## src/rtl/inst_fetch_unit_pkg.sv

```systemverilog
// Shared types and constants for the instruction fetch unit.
package inst_fetch_unit_pkg;

  localparam int IFU_ADDR_W = 32;
  localparam int IFU_DATA_W = 32;
  localparam int IFU_DEPTH  = 2;

  // Low address bits that must be zero for a word-aligned fetch.
  localparam logic [1:0] ALIGN_MASK = 2'b11;

  typedef enum logic [1:0] {
    ST_IDLE = 2'd0,
    ST_WAIT = 2'd1,
    ST_DROP = 2'd2
  } fetch_state_e;

  typedef struct packed {
    logic [IFU_DATA_W-1:0] instr;
    logic [IFU_ADDR_W-1:0] pc;
    logic                  fault;
  } fetch_entry_t;

  function automatic logic is_misaligned(input logic [1:0] addr_lsb);
    return |(addr_lsb & ALIGN_MASK);
  endfunction

endpackage

```

## src/rtl/inst_fetch_unit_if.sv

```systemverilog
// PC, instruction-memory and decode handshakes of the fetch unit, bundled.
interface inst_fetch_unit_if #(
  parameter int ADDR_W = 32,
  parameter int DATA_W = 32
);
  logic [ADDR_W-1:0] pc_addr;
  logic              pc_valid;
  logic              pc_ready;
  logic              mem_req;
  logic [ADDR_W-1:0] mem_addr;
  logic              mem_ack;
  logic [DATA_W-1:0] mem_rdata;
  logic              flush;
  logic              if_valid;
  logic [DATA_W-1:0] if_instr;
  logic [ADDR_W-1:0] if_pc;
  logic              if_fault;
  logic              if_ready;

  modport master (
    input  pc_addr, pc_valid, mem_ack, mem_rdata, flush, if_ready,
    output pc_ready, mem_req, mem_addr, if_valid, if_instr, if_pc, if_fault
  );

  modport slave (
    output pc_addr, pc_valid, mem_ack, mem_rdata, flush, if_ready,
    input  pc_ready, mem_req, mem_addr, if_valid, if_instr, if_pc, if_fault
  );
endinterface

```

## src/rtl/inst_fetch_unit_fetch_fifo.sv

```systemverilog
// Small synchronous FIFO with flush; flush wins over a simultaneous push or pop.
module fetch_fifo #(
  parameter int  WIDTH = 65,
  parameter int  DEPTH = 2,
  localparam int PTR_W = $clog2(DEPTH),
  localparam int CNT_W = PTR_W + 1
) (
  input  logic             clk,
  input  logic             reset,
  input  logic             push_i,
  input  logic [WIDTH-1:0] push_data_i,
  input  logic             pop_i,
  input  logic             flush_i,
  output logic [WIDTH-1:0] head_o,
  output logic [CNT_W-1:0] count_o,
  output logic             full_o,
  output logic             empty_o
);

  logic [PTR_W-1:0] wr_ptr_q, wr_ptr_d;
  logic [PTR_W-1:0] rd_ptr_q, rd_ptr_d;
  logic [CNT_W-1:0] count_q, count_d;
  logic [WIDTH-1:0] slot_w [DEPTH];
  logic             do_push, do_pop;

  assign full_o  = (count_q == CNT_W'(DEPTH));
  assign empty_o = (count_q == '0);
  assign count_o = count_q;
  assign do_push = push_i & ~flush_i & ~full_o;
  assign do_pop  = pop_i  & ~flush_i & ~empty_o;
  assign head_o  = slot_w[rd_ptr_q];

  always_comb begin
    wr_ptr_d = wr_ptr_q;
    rd_ptr_d = rd_ptr_q;
    count_d  = count_q;
    if (flush_i) begin
      wr_ptr_d = '0;
      rd_ptr_d = '0;
      count_d  = '0;
    end else begin
      if (do_push) wr_ptr_d = wr_ptr_q + PTR_W'(1);
      if (do_pop)  rd_ptr_d = rd_ptr_q + PTR_W'(1);
      if (do_push && !do_pop)      count_d = count_q + CNT_W'(1);
      else if (!do_push && do_pop) count_d = count_q - CNT_W'(1);
    end
  end

  always_ff @(posedge clk or posedge reset) begin
    if (reset) begin
      wr_ptr_q <= '0;
      rd_ptr_q <= '0;
      count_q  <= '0;
    end else begin
      wr_ptr_q <= wr_ptr_d;
      rd_ptr_q <= rd_ptr_d;
      count_q  <= count_d;
    end
  end

  // Slots are reset so the head reads as zero out of reset.
  for (genvar gi = 0; gi < DEPTH; gi++) begin : g_slot
    logic [WIDTH-1:0] slot_q;
    always_ff @(posedge clk or posedge reset) begin
      if (reset)
        slot_q <= '0;
      else if (do_push && (wr_ptr_q == PTR_W'(gi)))
        slot_q <= push_data_i;
    end
    assign slot_w[gi] = slot_q;
  end

endmodule

```

## src/rtl/inst_fetch_unit.sv

```systemverilog
// Instruction fetch unit: takes PCs, reads instruction memory one word at a time, queues results for decode.
module inst_fetch_unit
  import inst_fetch_unit_pkg::*;
#(
  parameter int ADDR_W = IFU_ADDR_W,
  parameter int DATA_W = IFU_DATA_W,
  parameter int DEPTH  = IFU_DEPTH
) (
  input  logic                  clk,
  input  logic                  reset,
  inst_fetch_unit_if.master     bus
);

  localparam int ENTRY_W = DATA_W + ADDR_W + 1;
  localparam int CNT_W   = $clog2(DEPTH) + 1;

  fetch_state_e      state_q, state_d;
  logic [ADDR_W-1:0] addr_q, addr_d;
  logic              push;
  logic [ENTRY_W-1:0] push_data;
  logic [ENTRY_W-1:0] fifo_head;
  logic [CNT_W-1:0]  fifo_count;
  logic              fifo_full, fifo_empty;
  logic              pc_fire, misaligned;

  // An outstanding request already holds its FIFO slot, so PCs are only taken from IDLE.
  assign bus.pc_ready = ~reset & (state_q == ST_IDLE) & ~bus.flush
                      & (fifo_count < CNT_W'(DEPTH));
  assign pc_fire      = bus.pc_valid & bus.pc_ready;
  assign misaligned   = is_misaligned(bus.pc_addr[1:0]);

  always_comb begin
    state_d   = state_q;
    addr_d    = addr_q;
    push      = 1'b0;
    push_data = {{DATA_W{1'b0}}, bus.pc_addr, 1'b1};
    unique case (state_q)
      ST_IDLE: begin
        if (pc_fire) begin
          if (misaligned) begin
            push = 1'b1;
          end else begin
            state_d = ST_WAIT;
            addr_d  = bus.pc_addr;
          end
        end
      end
      ST_WAIT: begin
        if (bus.mem_ack) begin
          state_d   = ST_IDLE;
          push      = ~bus.flush;
          push_data = {bus.mem_rdata, addr_q, 1'b0};
        end else if (bus.flush) begin
          state_d = ST_DROP;
        end
      end
      ST_DROP: begin
        if (bus.mem_ack) state_d = ST_IDLE;
      end
      default: state_d = ST_IDLE;
    endcase
  end

  always_ff @(posedge clk or posedge reset) begin
    if (reset) begin
      state_q <= ST_IDLE;
      addr_q  <= '0;
    end else begin
      state_q <= state_d;
      addr_q  <= addr_d;
    end
  end

  // The request stays up through DROP: memory must still see its ack.
  assign bus.mem_req  = (state_q != ST_IDLE);
  assign bus.mem_addr = addr_q & ~{{(ADDR_W-2){1'b0}}, ALIGN_MASK};

  fetch_fifo #(
    .WIDTH (ENTRY_W),
    .DEPTH (DEPTH)
  ) u_fifo (
    .clk         (clk),
    .reset       (reset),
    .push_i      (push),
    .push_data_i (push_data),
    .pop_i       (bus.if_ready),
    .flush_i     (bus.flush),
    .head_o      (fifo_head),
    .count_o     (fifo_count),
    .full_o      (fifo_full),
    .empty_o     (fifo_empty)
  );

  assign bus.if_valid = ~fifo_empty;
  assign {bus.if_instr, bus.if_pc, bus.if_fault} = fifo_head;

  a_no_push_when_full : assert property (@(posedge clk) disable iff (reset) !(push && fifo_full));

endmodule

```

## src/flat_wrapper.sv

```systemverilog
// flat-port wrapper written by rule: the top's interface ports become plain ports
module inst_fetch_unit_flat import inst_fetch_unit_pkg::*;
#(
  parameter int ADDR_W = IFU_ADDR_W,
  parameter int DATA_W = IFU_DATA_W,
  parameter int DEPTH  = IFU_DEPTH
)
  (clk, reset, bus_pc_addr, bus_pc_valid, bus_mem_ack, bus_mem_rdata, bus_flush, bus_if_ready, bus_pc_ready, bus_mem_req, bus_mem_addr, bus_if_valid, bus_if_instr, bus_if_pc, bus_if_fault);
  inst_fetch_unit_if #(.ADDR_W(ADDR_W), .DATA_W(DATA_W)) bus_i ();
  input  logic clk;
  input  logic reset;
  input wire logic [$bits(bus_i.pc_addr)-1:0] bus_pc_addr;
  input wire logic [$bits(bus_i.pc_valid)-1:0] bus_pc_valid;
  input wire logic [$bits(bus_i.mem_ack)-1:0] bus_mem_ack;
  input wire logic [$bits(bus_i.mem_rdata)-1:0] bus_mem_rdata;
  input wire logic [$bits(bus_i.flush)-1:0] bus_flush;
  input wire logic [$bits(bus_i.if_ready)-1:0] bus_if_ready;
  output wire logic [$bits(bus_i.pc_ready)-1:0] bus_pc_ready;
  output wire logic [$bits(bus_i.mem_req)-1:0] bus_mem_req;
  output wire logic [$bits(bus_i.mem_addr)-1:0] bus_mem_addr;
  output wire logic [$bits(bus_i.if_valid)-1:0] bus_if_valid;
  output wire logic [$bits(bus_i.if_instr)-1:0] bus_if_instr;
  output wire logic [$bits(bus_i.if_pc)-1:0] bus_if_pc;
  output wire logic [$bits(bus_i.if_fault)-1:0] bus_if_fault;
  assign bus_i.pc_addr = bus_pc_addr;
  assign bus_i.pc_valid = bus_pc_valid;
  assign bus_i.mem_ack = bus_mem_ack;
  assign bus_i.mem_rdata = bus_mem_rdata;
  assign bus_i.flush = bus_flush;
  assign bus_i.if_ready = bus_if_ready;
  assign bus_pc_ready = bus_i.pc_ready;
  assign bus_mem_req = bus_i.mem_req;
  assign bus_mem_addr = bus_i.mem_addr;
  assign bus_if_valid = bus_i.if_valid;
  assign bus_if_instr = bus_i.if_instr;
  assign bus_if_pc = bus_i.if_pc;
  assign bus_if_fault = bus_i.if_fault;
  inst_fetch_unit #(.ADDR_W(ADDR_W), .DATA_W(DATA_W), .DEPTH(DEPTH)) u_core (.clk(clk), .reset(reset), .bus(bus_i));
endmodule
```

## config.mk

```make
export PLATFORM = sky130hd
export DESIGN_NAME = inst_fetch_unit_flat
export DESIGN_NICKNAME = d
export VERILOG_FILES = /design/src/rtl/inst_fetch_unit_pkg.sv /design/src/rtl/inst_fetch_unit_if.sv /design/src/rtl/inst_fetch_unit_fetch_fifo.sv /design/src/rtl/inst_fetch_unit.sv /design/src/flat_wrapper.sv
export SDC_FILE = /design/constraint.sdc
export NUM_CORES = 1
export LEC_CHECK = 0
export BUFFER_PORTS_ARGS = -buffer_cell sky130_fd_sc_hd__buf_2
export CAP_MARGIN = 5
export CORE_ASPECT_RATIO = 0.6
export CORE_MARGIN = 3
export CORE_UTILIZATION = 45
export CTS_BUF_LIST = sky130_fd_sc_hd__clkbuf_8
export CTS_CLUSTER_DIAMETER = 120
export CTS_CLUSTER_SIZE = 25
export DETAILED_ROUTE_END_ITERATION = 6
export PLACE_DENSITY_LB_ADDON = 0.1
export SLEW_MARGIN = 20
export SYNTH_ARGS = -nofsm -noshare
export SYNTH_HDL_FRONTEND = slang
export SYNTH_SLANG_ARGS = --single-unit
```

## constraint.sdc

```tcl
create_clock -name clk -period 7.6 [get_ports clk]
set_input_delay 0.38 -clock clk [delete_from_list [all_inputs] [get_ports clk]]
set_output_delay 0.38 -clock clk [all_outputs]
set_load 0.01 [all_outputs]
```

Word level (Yosys, flattened, before mapping) --
Cells that the tools add are included.
Word-level totals: word-level logic and storage cells 72, memories kept 0, memory bits (writable) 0, latch bits 0, ROM bits 0, bits in registers 168, bits of input ports 70
Operators by class: div/mod/pow operators 0, $add $sub $neg 4, $lt $le $gt $ge 2, reductions and logical operators 15, multipliers 0, shift operators 0, muxes and demuxes 22, eq/ne operators 7, bitwise gates (word level) 15
Operators with widths (count):
- 2-to-1 mux 65 bit | 5
- 2-to-1 mux 2 bit | 8
- bitwise AND 1 bit | 8
- 2-to-1 mux 1 bit | 7
- inverter 1 bit | 6
- case mux 2 bit (3 select lines) | 1
- nonzero test 2 bit | 3
- equality test 2 bit, second input constant | 2
- logical AND 1 bit | 4
- zero test 2 bit | 2
- inequality test 2 bit, second input constant | 2
- AND reduction 4 bit | 1
- inequality test 3 bit, second input constant | 1
- AND reduction 3 bit | 1
- nonzero test 3 bit | 1
- adder 1 bit, second input constant | 2
- adder 2 x 1 -> 2 bit, second input constant | 1
- equality test 2 x 1 -> 1 bit, second input constant | 1
- greater-or-equal comparator 2 bit, second input constant | 1
- zero test 1 bit | 2
- < comparator 2 bit, second input constant | 1
- inequality test 2 x 1 -> 1 bit, second input constant | 1
- inverter 1 -> 2 bit | 1
- case mux 1 bit (2 select lines) | 1
- 2 further kinds | 2

Longest topological paths before layout --
depth after elaboration 14, gate-level depth with buffers 7

Cells and area by module --
From an unflattened synthesis, not the netlist that was laid out.
Unflattened totals: cells, all modules 566, area, all modules 8246.7 sq um
Modules (own cells, without submodules):
- fetch_fifo | area each 5995.8 sq um, sequential area each 3353.2 sq um, cells an instance 372, instances 1
- inst_fetch_unit | area each 2250.9 sq um, sequential area each 850.8 sq um, cells an instance 194, instances 1

Least setup slack after synthesis --
Ideal clock, no wire load.
path type input -> register, from input bus_flush, to register u_core.u_fifo.g_slot[0].slot_q[0], setup slack 5.578 ns, path buffers 3, arrival time 1.897 ns, data required time 7.475 ns, cell stages on the path 7, path through buf_2 -> nor3_4 -> a41oi_2 -> or3_4 -> buf_6 -> buf_6 -> mux2_4
Between the ends: cells in the longest elaborated chain, start to end 9
RTL lines:
- start, declared | line flat_wrapper.sv:16 | input wire logic [$bits(bus_i.flush)-1:0] bus_flush;
- inverter 1 bit * | line inst_fetch_unit_fetch_fifo.sv:29, inst_fetch_unit.sv:27, inst_fetch_unit.sv:51
- bitwise AND 1 bit | line inst_fetch_unit.sv:27 | assign bus.pc_ready = ~reset & (state_q == ST_IDLE) & ~bus.flush
- bitwise AND 1 bit | line inst_fetch_unit.sv:28 | & (fifo_count < CNT_W'(DEPTH));
- bitwise AND 1 bit | line inst_fetch_unit.sv:29 | assign pc_fire = bus.pc_valid & bus.pc_ready;
- 2-to-1 mux 1 bit | line inst_fetch_unit.sv:39 | if (pc_fire) begin
- case mux 1 bit (2 select lines) | line inst_fetch_unit.sv:37 | unique case (state_q)
- bitwise AND 1 bit * (2 in a row) | line inst_fetch_unit_fetch_fifo.sv:29 | assign do_push = push_i & ~flush_i & ~full_o;
- logical AND 1 bit * | line inst_fetch_unit_fetch_fifo.sv:67 | else if (do_push && (wr_ptr_q == PTR_W'(gi)))
- end signal, assigned | line inst_fetch_unit_fetch_fifo.sv:68 | slot_q <= push_data_i;
- end, declared | line inst_fetch_unit_fetch_fifo.sv:63 | logic [WIDTH-1:0] slot_q;
Every way passes the cells marked *; elsewhere a longest branch is shown, timed or not. A chain may end at the register's enable or synchronous reset.

Final worst setup path --
from register u_core.u_fifo.rd_ptr_q, to output bus_if_pc[22]
Between the ends: cells in the longest elaborated chain, start to end 4
RTL lines:
- start, declared | line inst_fetch_unit_fetch_fifo.sv:21 | logic [PTR_W-1:0] rd_ptr_q, rd_ptr_d;
- start signal, assigned | line inst_fetch_unit_fetch_fifo.sv:56 | rd_ptr_q <= rd_ptr_d;
- inverter 1 -> 2 bit (implied by the code) | line inst_fetch_unit_fetch_fifo.sv:31 | assign head_o = slot_w[rd_ptr_q];
- 2-to-1 mux 65 bit (implied by the code) (3 in a row) | line inst_fetch_unit_fetch_fifo.sv:31
- end, declared | line flat_wrapper.sv:23 | output wire logic [$bits(bus_i.if_pc)-1:0] bus_if_pc;
Every way passes these cells. The select of a mux whose other input is x is not followed.

==> results.cfg <==
[worst_setup_path]
critical-path-slowest-cell = dfrtp_2
worst_path_dominant_cell_family = flip-flops
cp-start-kind = register
cp_max_fo = 37
path_cells = buf_4 > mux2_2 > buf_2
cp-end-kind = primary output
rr_worst_depth = 5
required_ns = 7.22
ff2ff_setup_slack_ns = 4.78
r2r-start = u_core.state_q[0]
crit_type = reg -> out
worstPathArrival_ns = 2.51
crit_buf_inv = 2
slowest_delay_ns = 0.88
r2r-end = u_core.u_fifo.g_slot[0].slot_q[47]

[routing]
drtIter0Drc = 241
drc_errors = 0
routed_via_density = 5.08
wirelength_um = 17900
drtAntennaViolNets = 0
wire_per_inst_um = 17.9
dr_total_vias = 5073
drtPass1Iterations = 5

[yosys]
synth-seq-cells = 168
yosys_warnings = 0
synth_cell_types = 33
yosys.area.top_type_share_pct = 51.6
synthFlopType = dfrtp_1
syn_inst = 626
synth_edf_count = 0
netlist_top_cells_count = mux2_2 (187), dfrtp_1 (168), nand2_1 (98), mux2_4 (39), buf_4 (37)
syn_avg_cell_area_um2 = 13.0
synth.most_common_cell = mux2_2
syn_area_um2 = 8150
synthArstFlopShare_pct = 100
yosysSeqAreaShare_pct = 51.6
synth_area_leader_cell = dfrtp_1
synth.area.top_cells = dfrtp_1 (52%), mux2_2 (26%), mux2_4 (7.2%)

[sta]
final-max-slew-violation-count = 0
min_period_ns = 2.89
fin_skew_ns = 0.0181
finalCritPeriodShare_pct = 38.1
setup_violations = 0
setup_tns_ns = 0
finalHoldViolations = 0
tightest_slew_ns = 0.881
rsz0062_at_grt = no
relSlewSlack_pct = 41.2
fmax_ghz = 0.346

[placement]
place_hpwl_um = 11800
port_buffers = 167
gp_congestion = 0.745
placed_area_um2 = 8900

[cts]
ctsResizeCount = 0
cts_sinks = 168
ctsHoldBuffers = 0
clock_latency_ns = 0.47
cts_tree = done
cts_buffer_depth = 2
cts_setup_buffers = 0
numCtsBuffers = 17
clock-root-buffer = clkbuf_8
cts.reportedPaths.clkPinSlew_ns = 0.10
h-tree-depth = 4

[finish]
multiInputGateArea_um2 = 3510
stdcell_area_um2 = 9310
final-seq-area_um2 = 4210
fillers = 1541
finalNetCount = 822
antenna_cells = 0
syn2layout_area_growth_pct = 14.3
layout-drive-gt1-share_pct = 58.2

[power]
leakagePower_nw = 4.92
power_density_nw_per_um2 = 230
ir_worst_vdd_uv = 92.4

[global_route]
grt_overflow = 0
grt_usage_pct = 18.5
antenna_found_initial = 0
grt_pass1_wl_um = 28700
grt_start_max_net_pins = 86
grt_pass1_vias = 5386

[floorplanning]
die_h_um = 110
initial_utilization_pct = 46.7
fp-row-count = 37
die-area_um2 = 19800
core_area_um2 = 17500
dieWidth_um = 180
io_pins = 170

[status]
status = finished clean

[hold_path]
hold_path_class = in -> async

[run]
maxCapViolations = 0
-- how the worst max path moves through the flow --
stage	depth (start not counted)	from	slack, ns	to
floorplan	1	reset	2.67	u_core.addr_q[0]
finish	3	u_core.u_fifo.rd_ptr_q	4.71	bus_if_pc[22]
global placement	6	bus_pc_addr[0]	4.71	u_core.u_fifo.g_slot[0].slot_q[43]
CTS	3	u_core.u_fifo.rd_ptr_q	4.62	bus_if_pc[22]
global route	3	u_core.u_fifo.rd_ptr_q	4.55	bus_if_pc[22]
detailed placement	6	bus_pc_addr[0]	4.65	u_core.u_fifo.g_slot[0].slot_q[47]
-- per-stage QoR --
step	power (W)	utilization, %	hold slack [ns]	cells	worst slack, ns
2_1_floorplan	0.00139	-	0.446	627	2.67
3_3_place_gp	0.00150	51.0	0.483	967	4.71
3_5_place_dp	0.00151	51.0	0.487	967	4.65
4_1_cts	0.00217	53.3	0.0879	999	4.62
5_1_grt	0.00226	53.3	0.0861	999	4.55
6_report	0.00215	53.3	0.0913	999	4.71
-- cell usage in the layout (no fill, tap or decap), types with 2 or more instances in the layout --
cell / count
mux2_2: 187
buf_2: 167
clkinv_4: 4
clkbuf_8: 17
and2_1: 33
nor2b_1: 3
buf_4: 6
clkinv_2: 2
dfrtp_1: 167
bufinv_16: 2
conb_1: 2
mux2_4: 39
inv_6: 8
or2_2: 5
nand2_1: 98
nor2_1: 4
-- layer usage --
layer	global-route usage (%)	wire [um]	vias to the layer above
li1	-	-	2366
met2	28.4	7880	131
met4	4.47	148	0
met1	25.4	8710	2565
met3	6.23	1170	11
met5	0	0	-
-- flip-flops by register name (all words and copies together), names as in the netlist --
register and cells:
u_core.state_q 2, u_core.u_fifo.count_o 2, u_core.u_fifo.rd_ptr_q 1, u_core.addr_q 32, u_core.u_fifo.wr_ptr_q 1, u_core.u_fifo.g_slot.slot_q 130
-- report_power, final --
group | total [W] | internal (W) | leakage [nW] | switching, W
sequential | 0.00107 | 0.00100 | 2.22 | 0.0000686
clock | 0.000654 | 0.000300 | 0.207 | 0.000354
combinational | 0.000422 | 0.000231 | 2.50 | 0.000191
-- cell type report --
| type | instances | area share (%) |
|---|---|---|
| Timing Repair Buffer | 174 | 9.58 |
| Multi-Input combinational cell | 390 | 37.7 |
| Inverter | 1 | 0.0941 |
| Clock buffer | 17 | 2.51 |
| Sequential cell | 168 | 45.2 |
| Tap cell | 234 | 3.15 |
| Clock inverter | 15 | 1.79 |
-- kinds of logic after synthesis --
kind of cell	count (synthesis)	synth area share, %
mux	226	33.0
flops	168	51.6
simple gates	151	8.74
buf+inv	69	5.47
compound gates	9	0.891
xor+xnor	2	0.215
other cells	1	0.0460
No activity file was read; power rests on OpenSTA's default activity.
